File: src/rtl/led_arbiter_if.sv
`default_nettype none
// ------------------------------------------------------------------
// led_arbiter_if: requester-side bundle of the LEDG arbiter. Rev 1.0
// ------------------------------------------------------------------
interface led_arbiter_if;
  logic [3:0]  req;
  logic [31:0] pat;
  logic [3:0]  blink;
  logic [3:0]  gnt;
  logic [7:0]  LEDG;
  logic        tick;

  modport master (output req, pat, blink, input gnt, LEDG, tick);
  modport slave  (input req, pat, blink, output gnt, LEDG, tick);
endinterface
`default_nettype wire

File: src/rtl/led_arbiter.sv
`default_nettype none
// ------------------------------------------------------------------
// led_arbiter: round-robin owner of the 8 LEDG pins with prescaled tick,
// time slices and blink. LED_ARB_HEARTBEAT_EN: idle LED0 follows phase. Rev 1.0
// ------------------------------------------------------------------
module led_arbiter #(
  parameter int CLK_HZ      = 50000000,
  parameter int TICK_HZ     = 2,
  parameter int SLICE_TICKS = 4
) (
  input  logic         CLOCK_50,
  input  logic         reset,
  led_arbiter_if.slave bus
);

  localparam int DIV   = CLK_HZ / TICK_HZ;
  localparam int CNT_W = (DIV > 2) ? $clog2(DIV) : 1;
  localparam int SLC_W = $clog2(SLICE_TICKS + 1);
  localparam logic [CNT_W-1:0] CNT_MAX = CNT_W'(DIV - 1);
  localparam logic [SLC_W-1:0] SLC_MAX = SLC_W'(SLICE_TICKS);

  typedef enum logic [1:0] {
    S_IDLE   = 2'd0,
    S_OWN    = 2'd1,
    S_SWITCH = 2'd2
  } state_e;

  logic [CNT_W-1:0] cnt_q, cnt_d;
  logic             tick_q, tick_d;
  logic             phase_q, phase_d;

  state_e           state_q;
  logic [1:0]       ptr_q;
  logic [1:0]       own_q;
  logic [SLC_W-1:0] slice_q;
  logic [3:0]       gnt_q;
  logic [7:0]       led_q;

  logic             win_found;
  logic [1:0]       win_idx;
  logic [7:0]       win_led;
  logic [7:0]       own_led;
  logic [7:0]       idle_led;
  logic             others_req;
  logic             release_now;

  // Free-running prescaler; phase flips on the same edge tick is raised.
  always_comb begin
    tick_d  = (cnt_q == CNT_MAX);
    cnt_d   = tick_d ? '0 : cnt_q + CNT_W'(1);
    phase_d = phase_q ^ tick_d;
  end

  always_ff @(posedge CLOCK_50) begin
    if (reset) begin
      cnt_q   <= '0;
      tick_q  <= 1'b0;
      phase_q <= 1'b0;
    end else begin
      cnt_q   <= cnt_d;
      tick_q  <= tick_d;
      phase_q <= phase_d;
    end
  end

  // Search starts one past the last owner, so the last owner is tried last.
  always_comb begin
    win_found = 1'b0;
    win_idx   = ptr_q;
    for (int k = 1; k <= 4; k++) begin
      if (!win_found && bus.req[ptr_q + 2'(k)]) begin
        win_found = 1'b1;
        win_idx   = ptr_q + 2'(k);
      end
    end
  end

  always_comb begin
    win_led     = (bus.blink[win_idx] && phase_q) ? 8'h00 : bus.pat[{win_idx, 3'b000} +: 8];
    own_led     = (bus.blink[own_q] && phase_q) ? 8'h00 : bus.pat[{own_q, 3'b000} +: 8];
    others_req  = |(bus.req & ~(4'b0001 << own_q));
    release_now = !bus.req[own_q] || ((slice_q == SLC_MAX) && others_req);
`ifdef LED_ARB_HEARTBEAT_EN
    idle_led    = {7'b0, phase_q};
`else
    idle_led    = 8'h00;
`endif
  end

  always_ff @(posedge CLOCK_50) begin
    if (reset) begin
      state_q <= S_IDLE;
      ptr_q   <= 2'd3;
      own_q   <= 2'd0;
      slice_q <= '0;
      gnt_q   <= 4'b0000;
      led_q   <= 8'h00;
    end else begin
      case (state_q)
        S_IDLE, S_SWITCH: begin
          if (win_found) begin
            state_q <= S_OWN;
            own_q   <= win_idx;
            gnt_q   <= 4'b0001 << win_idx;
            led_q   <= win_led;
            slice_q <= '0;
          end else begin
            state_q <= S_IDLE;
            gnt_q   <= 4'b0000;
            led_q   <= idle_led;
          end
        end
        S_OWN: begin
          if (release_now) begin
            state_q <= S_SWITCH;
            gnt_q   <= 4'b0000;
            led_q   <= 8'h00;
            ptr_q   <= own_q;
          end else begin
            led_q <= own_led;
            // An uncontended expired slice restarts instead of releasing.
            if (slice_q == SLC_MAX) begin
              slice_q <= '0;
            end else if (tick_q) begin
              slice_q <= slice_q + SLC_W'(1);
            end
          end
        end
        default: begin
          state_q <= S_IDLE;
          gnt_q   <= 4'b0000;
          led_q   <= 8'h00;
        end
      endcase
    end
  end

  assign bus.gnt  = gnt_q;
  assign bus.LEDG = led_q;
  assign bus.tick = tick_q;

endmodule
`default_nettype wire

File: src/flat_wrapper.sv
// flat-port wrapper written by rule: the top's interface ports become plain ports
module led_arbiter_flat 
#(
  parameter int CLK_HZ      = 50000000,
  parameter int TICK_HZ     = 2,
  parameter int SLICE_TICKS = 4
)
  (CLOCK_50, reset, bus_req, bus_pat, bus_blink, bus_gnt, bus_LEDG, bus_tick);
  led_arbiter_if bus_i ();
  input  logic CLOCK_50;
  input  logic reset;
  input wire logic [$bits(bus_i.req)-1:0] bus_req;
  input wire logic [$bits(bus_i.pat)-1:0] bus_pat;
  input wire logic [$bits(bus_i.blink)-1:0] bus_blink;
  output wire logic [$bits(bus_i.gnt)-1:0] bus_gnt;
  output wire logic [$bits(bus_i.LEDG)-1:0] bus_LEDG;
  output wire logic [$bits(bus_i.tick)-1:0] bus_tick;
  assign bus_i.req = bus_req;
  assign bus_i.pat = bus_pat;
  assign bus_i.blink = bus_blink;
  assign bus_gnt = bus_i.gnt;
  assign bus_LEDG = bus_i.LEDG;
  assign bus_tick = bus_i.tick;
  led_arbiter #(.CLK_HZ(CLK_HZ), .TICK_HZ(TICK_HZ), .SLICE_TICKS(SLICE_TICKS)) u_core (.CLOCK_50(CLOCK_50), .reset(reset), .bus(bus_i));
endmodule
File: config.mk
export PLATFORM = sky130hd
export DESIGN_NAME = led_arbiter_flat
export DESIGN_NICKNAME = d
export VERILOG_FILES = /design/src/rtl/led_arbiter_if.sv /design/src/rtl/led_arbiter.sv /design/src/flat_wrapper.sv
export SDC_FILE = /design/constraint.sdc
export NUM_CORES = 1
export LEC_CHECK = 0
export ABC_AREA = 1
export CAP_MARGIN = 20
export CORE_MARGIN = 3
export CORE_UTILIZATION = 48
export DETAILED_ROUTE_END_ITERATION = 6
export MAX_ROUTING_LAYER = met4
export PLACE_DENSITY = 0.77
export SLEW_MARGIN = 20
export SYNTH_ARGS = -nofsm -noshare
export SYNTH_HDL_FRONTEND = slang
export SYNTH_SLANG_ARGS = --single-unit
File: constraint.sdc
create_clock -name CLOCK_50 -period 1.53 [get_ports CLOCK_50]
set_input_delay 0.2295 -clock CLOCK_50 [delete_from_list [all_inputs] [get_ports CLOCK_50]]
set_output_delay 0.2295 -clock CLOCK_50 [all_outputs]
set_load 0.05 [all_outputs]
=== Word-level counts from Yosys, hierarchy flattened ===
Cells that the tools add are included.

* Register bits: 48
* Bits of input ports: 42
* Output and inout port bits: 13
* Logic and storage cells: 92

* $add $sub $neg: 5
* Magnitude comparators: 6
* Eq/ne operators: 8
* Shifts and indexed selects: 4
* Mux-type cells: 38
* Bitwise gates (word level): 3
* Reductions and logical operators: 19

{| class="wikitable"
|+ Operator list
! kind !! count
|-
| 32-bit by 6-bit indexed part select with 8-bit output || 2
|-
| 8-bit 2-to-1 mux || 4
|-
| 25-bit by 1-bit adder with 25-bit output, second input constant || 1
|-
| 25-bit == test, second input constant || 1
|-
| 2-bit by 3-bit less-than comparator with 1-bit output, second input constant || 6
|-
| 8-bit case mux with 2 select lines || 1
|-
| 1-bit binary-select mux with 2-bit select || 7
|-
| 1-bit 2-to-1 mux || 12
|-
| 3-bit 2-to-1 mux || 4
|-
| 2-bit 2-to-1 mux || 5
|-
| 4-bit 2-to-1 mux || 2
|-
| 4-bit case mux with 2 select lines || 1
|-
| 1-bit by 2-bit << shifter with 4-bit output, first input constant || 2
|-
| 1-bit logical AND || 6
|-
| 3-bit case mux with 2 select lines || 1
|-
| 2-bit adder, second input constant || 2
|-
| 4-bit bitwise AND || 1
|-
| 1-bit zero test || 4
|-
| 2-bit by 1-bit inequality test with 1-bit output, second input constant || 2
|-
| 4-bit inverter || 1
|-
| 2-bit case mux with 2 select lines || 1
|-
| 2-bit AND reduction || 2
|-
| 4-bit AND reduction || 1
|-
| 2-bit OR reduction || 2
|-
| 12 further kinds || 12
|}

=== Depth between registers and ports, before layout ===
Gate-level depths: netlist of run 1.

* Depth after elaboration: 19
* Gate-level depth with buffers: 14
* Gate-level depth less buffers: 13

=== Worst setup path before layout of run 1 ===
Ideal clock, no wire load.

* Kind: register to register
* Start: reg u_core.cnt_q[0]
* End: reg u_core.cnt_q[17]
* Library setup time: 0.126 ns
* Arrival: 1.479 ns
* Required time: 1.404 ns
* Setup slack: -0.075 ns
* Cell stages (with the launch flop): 10
* Buffers on the path: 1
* Clock period less this slack: 1.605 ns
* Cell sequence: dfxtp_1 -> ha_1 -> nand2_1 -> nor2_1 -> nand2_1 -> nor3_1 -> nand4_1 -> nand2_1 -> buf_2 -> nor3_1

* Cells in the longest elaborated chain, start to end: 2
* Elaborated cells between the ends (all ways): 3
* Classes of those cells: add/sub: 1; eq/ne: 1; reduce/logical: 1

{| class="wikitable"
|+ RTL lines
! element !! line !! source
|-
| start, declared || led_arbiter.sv:28 || <nowiki>logic [CNT_W-1:0] cnt_q, cnt_d;</nowiki>
|-
| start signal, assigned || led_arbiter.sv:60 || <nowiki>cnt_q <= cnt_d;</nowiki>
|-
| parallel branches: the longest is 2 deep, another holds 25-bit by 1-bit adder with 25-bit output || n/a ||
|}

Several ways; the timed one is not identified.
A chain may end at the register's enable or synchronous reset.

=== Worst setup path after layout of run 1 ===
* Start: reg u_core.cnt_q[7]
* End: reg u_core.cnt_q[22]

Same word-level chain as after synthesis.

==> qor.txt, run 1 <==
=================================================================================
Number of cells traversed by the worst register-to-register path ...            9
Number of warning messages in the yosys log ........................            0
Final hold viol count ..............................................            0
Slew at the pin closest to its max-slew limit ......................     0.362 ns
Worst hold-check slack .............................................     0.482 ns
Kind of path behind the tightest hold check ........................   reg -> reg
Routability cong. ..................................................         1.05
Number of setup violations in the final report .....................           42
Crit path cell chain ............................................... buf_4 -> nor3_2 -> nand2_2 -> nor3_2 -> nand4_1 -> nand2_4 -> buf_12 -> a21oi_1 -> o21a_1
Crit Reg-Reg Startpoint ............................................ u_core.cnt_q[7]$_SDFF_PP0_
CP max FO ..........................................................           11
Cell Count Post-Placement ..........................................          674
Result of the run .................................................. finished with violations
Via count normalized by instance count .............................         5.50
Number of ports placed on the die boundary .........................           55
Total overflow reported by the global router .......................            0
Synth-to-Final Area Change .........................................        54.5%
Synthesized cell area ..............................................     3200 um2
Maximum clock frequency ............................................      602 MHz
Area of the core ...................................................     6420 um2
Wire length of the first global-routing pass .......................    16,500 um
Clock root cell ....................................................     clkbuf_8
Data required time at the worst endpoint ...........................      1.74 ns
Fraction of layout instances using a drive strength above 1 ........        0.373
Shortest clock period the worst path allows after layout ...........      1.66 ns
Number of nets in the layout .......................................          669
Crit end category ..................................................     register
Launch instance of the worst min-delay path ........................ u_core.bus.gnt[1]$_SDFFE_PP0P_
FP Rows ............................................................           29
Post-Synthesis Cells ...............................................          500
Number of max-capacitance violations reported ......................            0
Post-DP HPWL .......................................................      6690 um
Total number of clock tree sinks ...................................           48
Antenna diode count ................................................            0
Effective utilization at floorplan .................................        0.498
Wirelength, routed .................................................    10,700 um
Buffer and inverter count on the worst path ........................            2
H-tree Lvls ........................................................            2
Critical Path Source Type ..........................................     register
TritonCTS clock tree ...............................................          yes
Final number of max-transition violations ..........................            0
Final period util ..................................................         1.08
Cell Pwr Density ...................................................  1130 nW/um2
WL met3 ............................................................       709 um
Number of nets produced by synthesis ...............................          545
Post-synthesis sequential area ratio ...............................        0.300
Headroom to the max-slew limit .....................................        0.757
Reg-to-Reg End ..................................................... u_core.cnt_q[22]$_SDFF_PP0_
Worst-case register-to-register setup slack ........................     -0.13 ns
Maximum number of pins on one net before global-route repair .......           16
Detailed-route DRC error count .....................................            0
Peak VDD IR ........................................................     0.774 mV
Slowest stage cell on the critical path ............................      dfxtp_1
Number of buffers between clock root and the deepest sink ..........            2
Critical path startpoint ........................................... u_core.cnt_q[7]$_SDFF_PP0_
Final Non-Filler Cells .............................................          702
Failing checks ..................................................... negative setup slack
Synth async-reset ratio ............................................            0
Crit-path max cell delay ...........................................      0.32 ns
Iter 0 DRT Violations ..............................................          290
Type of the worst setup path .......................................   reg -> reg
Post-layout instance area ..........................................     4940 um2
DIE AREA ...........................................................     7680 um2
Most frequent cells in the layout .................................. 104 x nand2_1, 70 x buf_4, 67 x inv_1
Most used cell along the critical path .............................       nor3_2
Routed wirelength normalized by instance count .....................      15.2 um
Instance area after placement ......................................     4170 um2
Antenna violations before repair ...................................            0
Post-Synthesis Mean Instance Area ..................................     6.40 um2
Vias ...............................................................        3,862
Leakage component of the power .....................................      2.15 nW
TritonCTS Buffers ..................................................            5
Post-synth EDFFs ...................................................            0
Routed metal-1 wire length .........................................      4090 um
Antenna-violating nets left ........................................            0
Number of optimization iterations in the first detailed-route pass .            5
Hold-fix buffers, CTS ..............................................            0
Clock Latency Late Sink ............................................      0.31 ns
Arrival time reported for the critical path endpoint ...............      1.87 ns
Global routing usage summed across all routing layers ..............        0.276
Die span in y ......................................................      87.7 um
Worst setup skew after layout ......................................   0.00960 ns
Worst hold path endpoint ........................................... u_core.bus.gnt[1]$_SDFFE_PP0P_
Horizontal die dimension ...........................................      87.7 um
Setup repair after global routing missed its margin ................         true
Leading cell type in the layout, fill and taps excluded ............      nand2_1
Smallest setup slack after layout ..................................    -0.130 ns
Dominant synthesized flop cell .....................................      dfxtp_1
Post-Place Setup Slack .............................................    -0.481 ns
Met2 Wirelength ....................................................      5480 um
Uppermost metal layer occupied by signal nets ......................         met4
Distinct cell type count of the synthesized netlist ................           41
Port-buffer cells ..................................................           54
Post-synthesis register bit count ..................................           48
Top Family by Delay on Critical Path ............................... simple AND/OR/NAND/NOR gates
Number of global-route vias before repair ..........................        3,755
CTS clock-pin slew for the worst setup and hold paths ..............      0.08 ns
Count of cells along the worst hold path ...........................            2
=================================================================================
## logic make-up after synthesis
| family | synth area share |
|---|---|
| AO/OA/AOI/OAI | 0.152 |
| XOR/XNOR | 0.0192 |
| adder cells (fa/ha/maj) | 0.0117 |
| buffers and inverters | 0.113 |
| flip-flops | 0.300 |
| AND/OR/NAND/NOR | 0.405 |
## worst min-delay path, cell delays in order, from the launching register on
cell and delay, ns:
dfxtp_1 0.32, nand2_1 0.08, a21oi_2 0.05
## sequential cells by signal, summed over array words and instances, names as in the netlist
signal,cells
u_core.own_q,2
u_core.ptr_q,2
u_core.state_q,2
u_core.slice_q,3
u_core.phase_q,1
u_core.bus.LEDG,8
u_core.cnt_q,25
u_core.bus.tick,1
u_core.bus.gnt,4
## power breakdown
group          internal [mW]  total (mW)  switching (mW)  leakage (nW)
Clock                  0.362       0.801           0.440        0.0510
Combinational           1.26        3.24            1.98          1.70
Sequential              1.41        1.54           0.126         0.394
Total                   3.03        5.58            2.54          2.15
## final cells by class
type | instances | area (um2)
multi-input cells | 366 | 2330
fillers | 453 | 1480
repair buffers | 127 | 1150
flip-flops and latches | 48 | 982
inverters | 75 | 292
well taps | 77 | 96.3
clock buffers | 6 | 82.6
clock inverters | 2 | 10.0
repair inverters | 1 | 7.51
## routing by layer
metal  global-route usage  vias to the layer above
met5                    -                        -
met4                0.137                        0
met3               0.0405                       55
met2                0.478                      177
met1                0.307                     1753
li1                     -                     1877
## cell usage after synthesis (all sizes together) (2+ instances only)
master / number / area [um2]
a21oi: 24 / 154
a22oi: 2 / 15.0
buf: 11 / 71.3
clkbuf: 2 / 7.51
dfxtp: 48 / 961
ha: 3 / 37.5
inv: 75 / 282
nand2: 158 / 661
nand3: 39 / 208
nand4: 5 / 31.3
nor2: 36 / 164
nor3: 21 / 105
nor3b: 9 / 72.6
nor4: 6 / 37.5
o211ai: 4 / 30.0
o21a: 3 / 22.5
o21ai: 31 / 166
o22ai: 9 / 56.3
xnor2: 2 / 17.5
xor2: 5 / 43.8
## what timing repair did
action / in CTS / in global routing
pin swaps: 35 / 22
gates resized for setup: 85 / 67
setup buffers: 11 / 5
endpoints found under the setup margin: 43 / 47
gates cloned: 5 / 0
## through the flow
step,utilization,total power [mW],setup TNS [ns]
2_1_floorplan,-,3.23,-0.00342
3_3_place_gp,0.650,3.97,-9.65
3_5_place_dp,0.650,4.01,-10.71
4_1_cts,0.727,5.20,-1.38
5_1_grt,0.770,5.88,-7.56
6_report,0.770,5.58,-3.03
## worst max-delay path by stage
stage	endpoint	slack, ns	cells past startpoint
floorplan	u_core.cnt_q[17]$_SDFF_PP0_	-0.003	9
global placement	u_core.bus.gnt[0]$_SDFFE_PP0P_	-0.45	12
detailed placement	u_core.bus.LEDG[7]$_SDFF_PP0_	-0.48	13
CTS	u_core.cnt_q[3]$_SDFF_PP0_	-0.07	8
global route	u_core.cnt_q[22]$_SDFF_PP0_	-0.26	9
finish	u_core.cnt_q[22]$_SDFF_PP0_	-0.13	9
No activity file was read; power rests on OpenSTA's default activity.
==> run 2: changes to the inputs <==
- REMOVE_ABC_BUFFERS: unset -> 1
- SKIP_LAST_GASP: unset -> 1
==> run 2 against run 1 <==
The flow still finishes with violations (negative setup slack). Combinational power down 2%. Critical path type unchanged. Clock power increased by 15%. Sequential share of layout area barely moved. Clock skew is 0.0015 ns lower. Die area unchanged. Via count grew 0.83%. Sequential cell count stayed put. First-iteration DRC count decreased by 14%.
==> qor.txt, run 2 (same netlist as run 1, synthesis figures left out) <==
=================================================================================
Synth-to-Final Area Change .........................................        55.0%
Final period util ..................................................         1.10
Worst hold path endpoint ........................................... u_core.bus.gnt[1]$_SDFFE_PP0P_
Final standard cell utilization of the core ........................        0.773
Wire length of the first global-routing pass .......................    16,500 um
TritonCTS clock tree ...............................................          yes
Fraction of layout instances using a drive strength above 1 ........        0.374
Setup repair after global routing missed its margin ................         true
Final Non-Filler Cells .............................................          700
Horizontal die dimension ...........................................      87.7 um
Area of the core ...................................................     6420 um2
Crit end category ..................................................     register
Headroom to the max-slew limit .....................................        0.767
Worst-case register-to-register setup slack ........................     -0.15 ns
Final hold viol count ..............................................            0
Number of cells traversed by the worst register-to-register path ...           13
Antenna-violating nets left ........................................            0
Register ranked first by flip-flop count ........................... u_core.cnt_q
Final total power ..................................................      5.61 mW
Cell Count Post-Placement ..........................................          669
Slew at the pin closest to its max-slew limit ......................     0.350 ns
Kind of path behind the tightest hold check ........................   reg -> reg
Vias ...............................................................        3,894
Routability cong. ..................................................        0.899
Critical Path Source Type ..........................................     register
Leakage component of the power .....................................      2.19 nW
Hold-fix buffers, CTS ..............................................            0
Number of max-capacitance violations reported ......................            0
Leading cell type in the layout, fill and taps excluded ............      nand2_1
Crit Reg-Reg Startpoint ............................................ u_core.ptr_q[0]$_SDFFE_PP1P_
Detailed-route DRC error count .....................................            0
Internal power component ...........................................      3.12 mW
Type of the worst setup path .......................................   reg -> reg
Number of ports placed on the die boundary .........................           55
H-tree Lvls ........................................................            2
Total overflow reported by the global router .......................            0
Launch instance of the worst min-delay path ........................ u_core.bus.gnt[1]$_SDFFE_PP0P_
Smallest setup slack after layout ..................................    -0.153 ns
Antenna violations before repair ...................................            0
Largest register FFs ...............................................           25
Port-buffer cells ..................................................           54
Iter 0 DRT Violations ..............................................          248
Maximum clock frequency ............................................      594 MHz
Post-DP HPWL .......................................................      6780 um
Number of optimization iterations in the first detailed-route pass .            5
Data required time at the worst endpoint ...........................      1.72 ns
Via count normalized by instance count .............................         5.56
Effective utilization at floorplan .................................        0.498
Shortest clock period the worst path allows after layout ...........      1.68 ns
CTS clock-pin slew for the worst setup and hold paths ..............      0.09 ns
Power share of the combinational group .............................        0.565
Peak VDD IR ........................................................     0.595 mV
Total number of clock tree sinks ...................................           48
Worst setup skew after layout ......................................   0.00813 ns
Number of global-route vias before repair ..........................        3,744
Failing checks ..................................................... negative setup slack
Global routing usage summed across all routing layers ..............        0.274
CP max FO ..........................................................            8
Part of the power in registers .....................................        0.271
Reg-to-Reg End ..................................................... u_core.bus.LEDG[4]$_SDFF_PP0_
TritonCTS Buffers ..................................................            5
Clock root cell ....................................................     clkbuf_8
Antenna diode count ................................................            0
Cell Pwr Density ...................................................  1130 nW/um2
Final number of max-transition violations ..........................            0
Arrival time reported for the critical path endpoint ...............      1.87 ns
Maximum number of pins on one net before global-route repair .......           20
Die span in y ......................................................      87.7 um
Switching pwr ......................................................      2.49 mW
Wirelength, routed .................................................    10,900 um
Number of nets in the layout .......................................          667
Clock Latency Late Sink ............................................      0.30 ns
Count of cells along the worst hold path ...........................            2
Number of buffers between clock root and the deepest sink ..........            2
DIE AREA ...........................................................     7680 um2
Number of setup violations in the final report .....................           39
Result of the run .................................................. finished with violations
Routed wirelength normalized by instance count .....................      15.5 um
Most frequent cells in the layout .................................. 109 x nand2_1, 68 x inv_1, 65 x buf_4
Relative contribution of the clock network to total power ..........        0.164
FP Rows ............................................................           29
Switching share of total power .....................................        0.444
=================================================================================
-- run 2: cell count changes in the layout (fill, tap and decap cells not counted), sizes merged --
cell	delta
clkinv	-1
nand2	+1
buf	-4
clkbuf	+1
bufinv	+1
-- run 2: worst max-delay path by stage --
stage / cells past startpoint / from / endpoint / slack (ns)
after floorplan: 13 / u_core.ptr_q[0]$_SDFFE_PP1P_ / u_core.bus.LEDG[0]$_SDFF_PP0_ / -0.50
after global placement: 12 / bus_req[2] / u_core.bus.gnt[0]$_SDFFE_PP0P_ / -0.43
after detailed placement: 12 / bus_req[2] / u_core.bus.gnt[2]$_SDFFE_PP0P_ / -0.46
final: 13 / u_core.ptr_q[0]$_SDFFE_PP1P_ / u_core.bus.LEDG[4]$_SDFF_PP0_ / -0.15
after CTS: 13 / u_core.ptr_q[0]$_SDFFE_PP1P_ / u_core.bus.LEDG[7]$_SDFF_PP0_ / -0.07
after global routing: 13 / u_core.ptr_q[0]$_SDFFE_PP1P_ / u_core.bus.LEDG[4]$_SDFF_PP0_ / -0.28
-- run 2: through the flow --
| step | setup WS [ns] | hold WS [ns] | instance area [um2] | TNS (ns) |
|---|---|---|---|---|
| floorplan | -0.503 | 0.292 | 3120 | -9.66 |
| global placement | -0.431 | 0.447 | 4120 | -9.20 |
| detailed placement | -0.455 | 0.459 | 4120 | -11.77 |
| CTS | -0.0744 | 0.473 | 4570 | -1.00 |
| global route | -0.282 | 0.497 | 4960 | -6.62 |
| finish | -0.153 | 0.470 | 4960 | -3.08 |
-- run 2: final cells by class --
type / count / area, um2
well taps: 77 / 96.3
fillers: 457 / 1460
repair buffers: 125 / 1150
clock buffers: 5 / 68.8
inverters: 75 / 294
multi-input cells: 367 / 2320
flip-flops and latches: 48 / 985
clock inverters: 3 / 42.5
-- run 2: power by group through the flow --
stage          clock network (mW)  registers (mW)  logic, mW
2_1_floorplan                   0            1.85       1.29
3_3_place_gp                    0            1.52       2.47
3_5_place_dp                    0            1.52       2.52
4_1_cts                     0.940            1.51       2.88
5_1_grt                     0.992            1.53       3.44
6_report                    0.918            1.52       3.17
-- run 2: per-layer routing --
layer / track usage / vias to the layer above / wire [um]
met5: - / - / 0
met4: 0.116 / 0 / 365
met3: 0.0405 / 32 / 620
met2: 0.462 / 163 / 5540
met1: 0.324 / 1826 / 4340
li1: - / 1873 / -
-- run 2: repair_timing --
| action | CTS | global route |
|---|---|---|
| resized for setup | 75 | 82 |
| buffers inserted | 11 | 7 |
| gates cloned | 3 | 3 |
| pin swaps | 24 | 17 |
| setup endpoints to repair | 46 | 47 |
-- run 2: worst max-delay path, cell delays in order, from the launching register on --
cell	delay, ns
dfxtp_4	0.38
inv_6	0.08
buf_6	0.11
nand2_2	0.05
nand2_2	0.08
nand2_2	0.07
nand2_4	0.10
nand2_4	0.07
nor2_4	0.23
nor2_4	0.10
nand3_1	0.11
nand2_1	0.08
nand2_2	0.07
a21oi_2	0.05
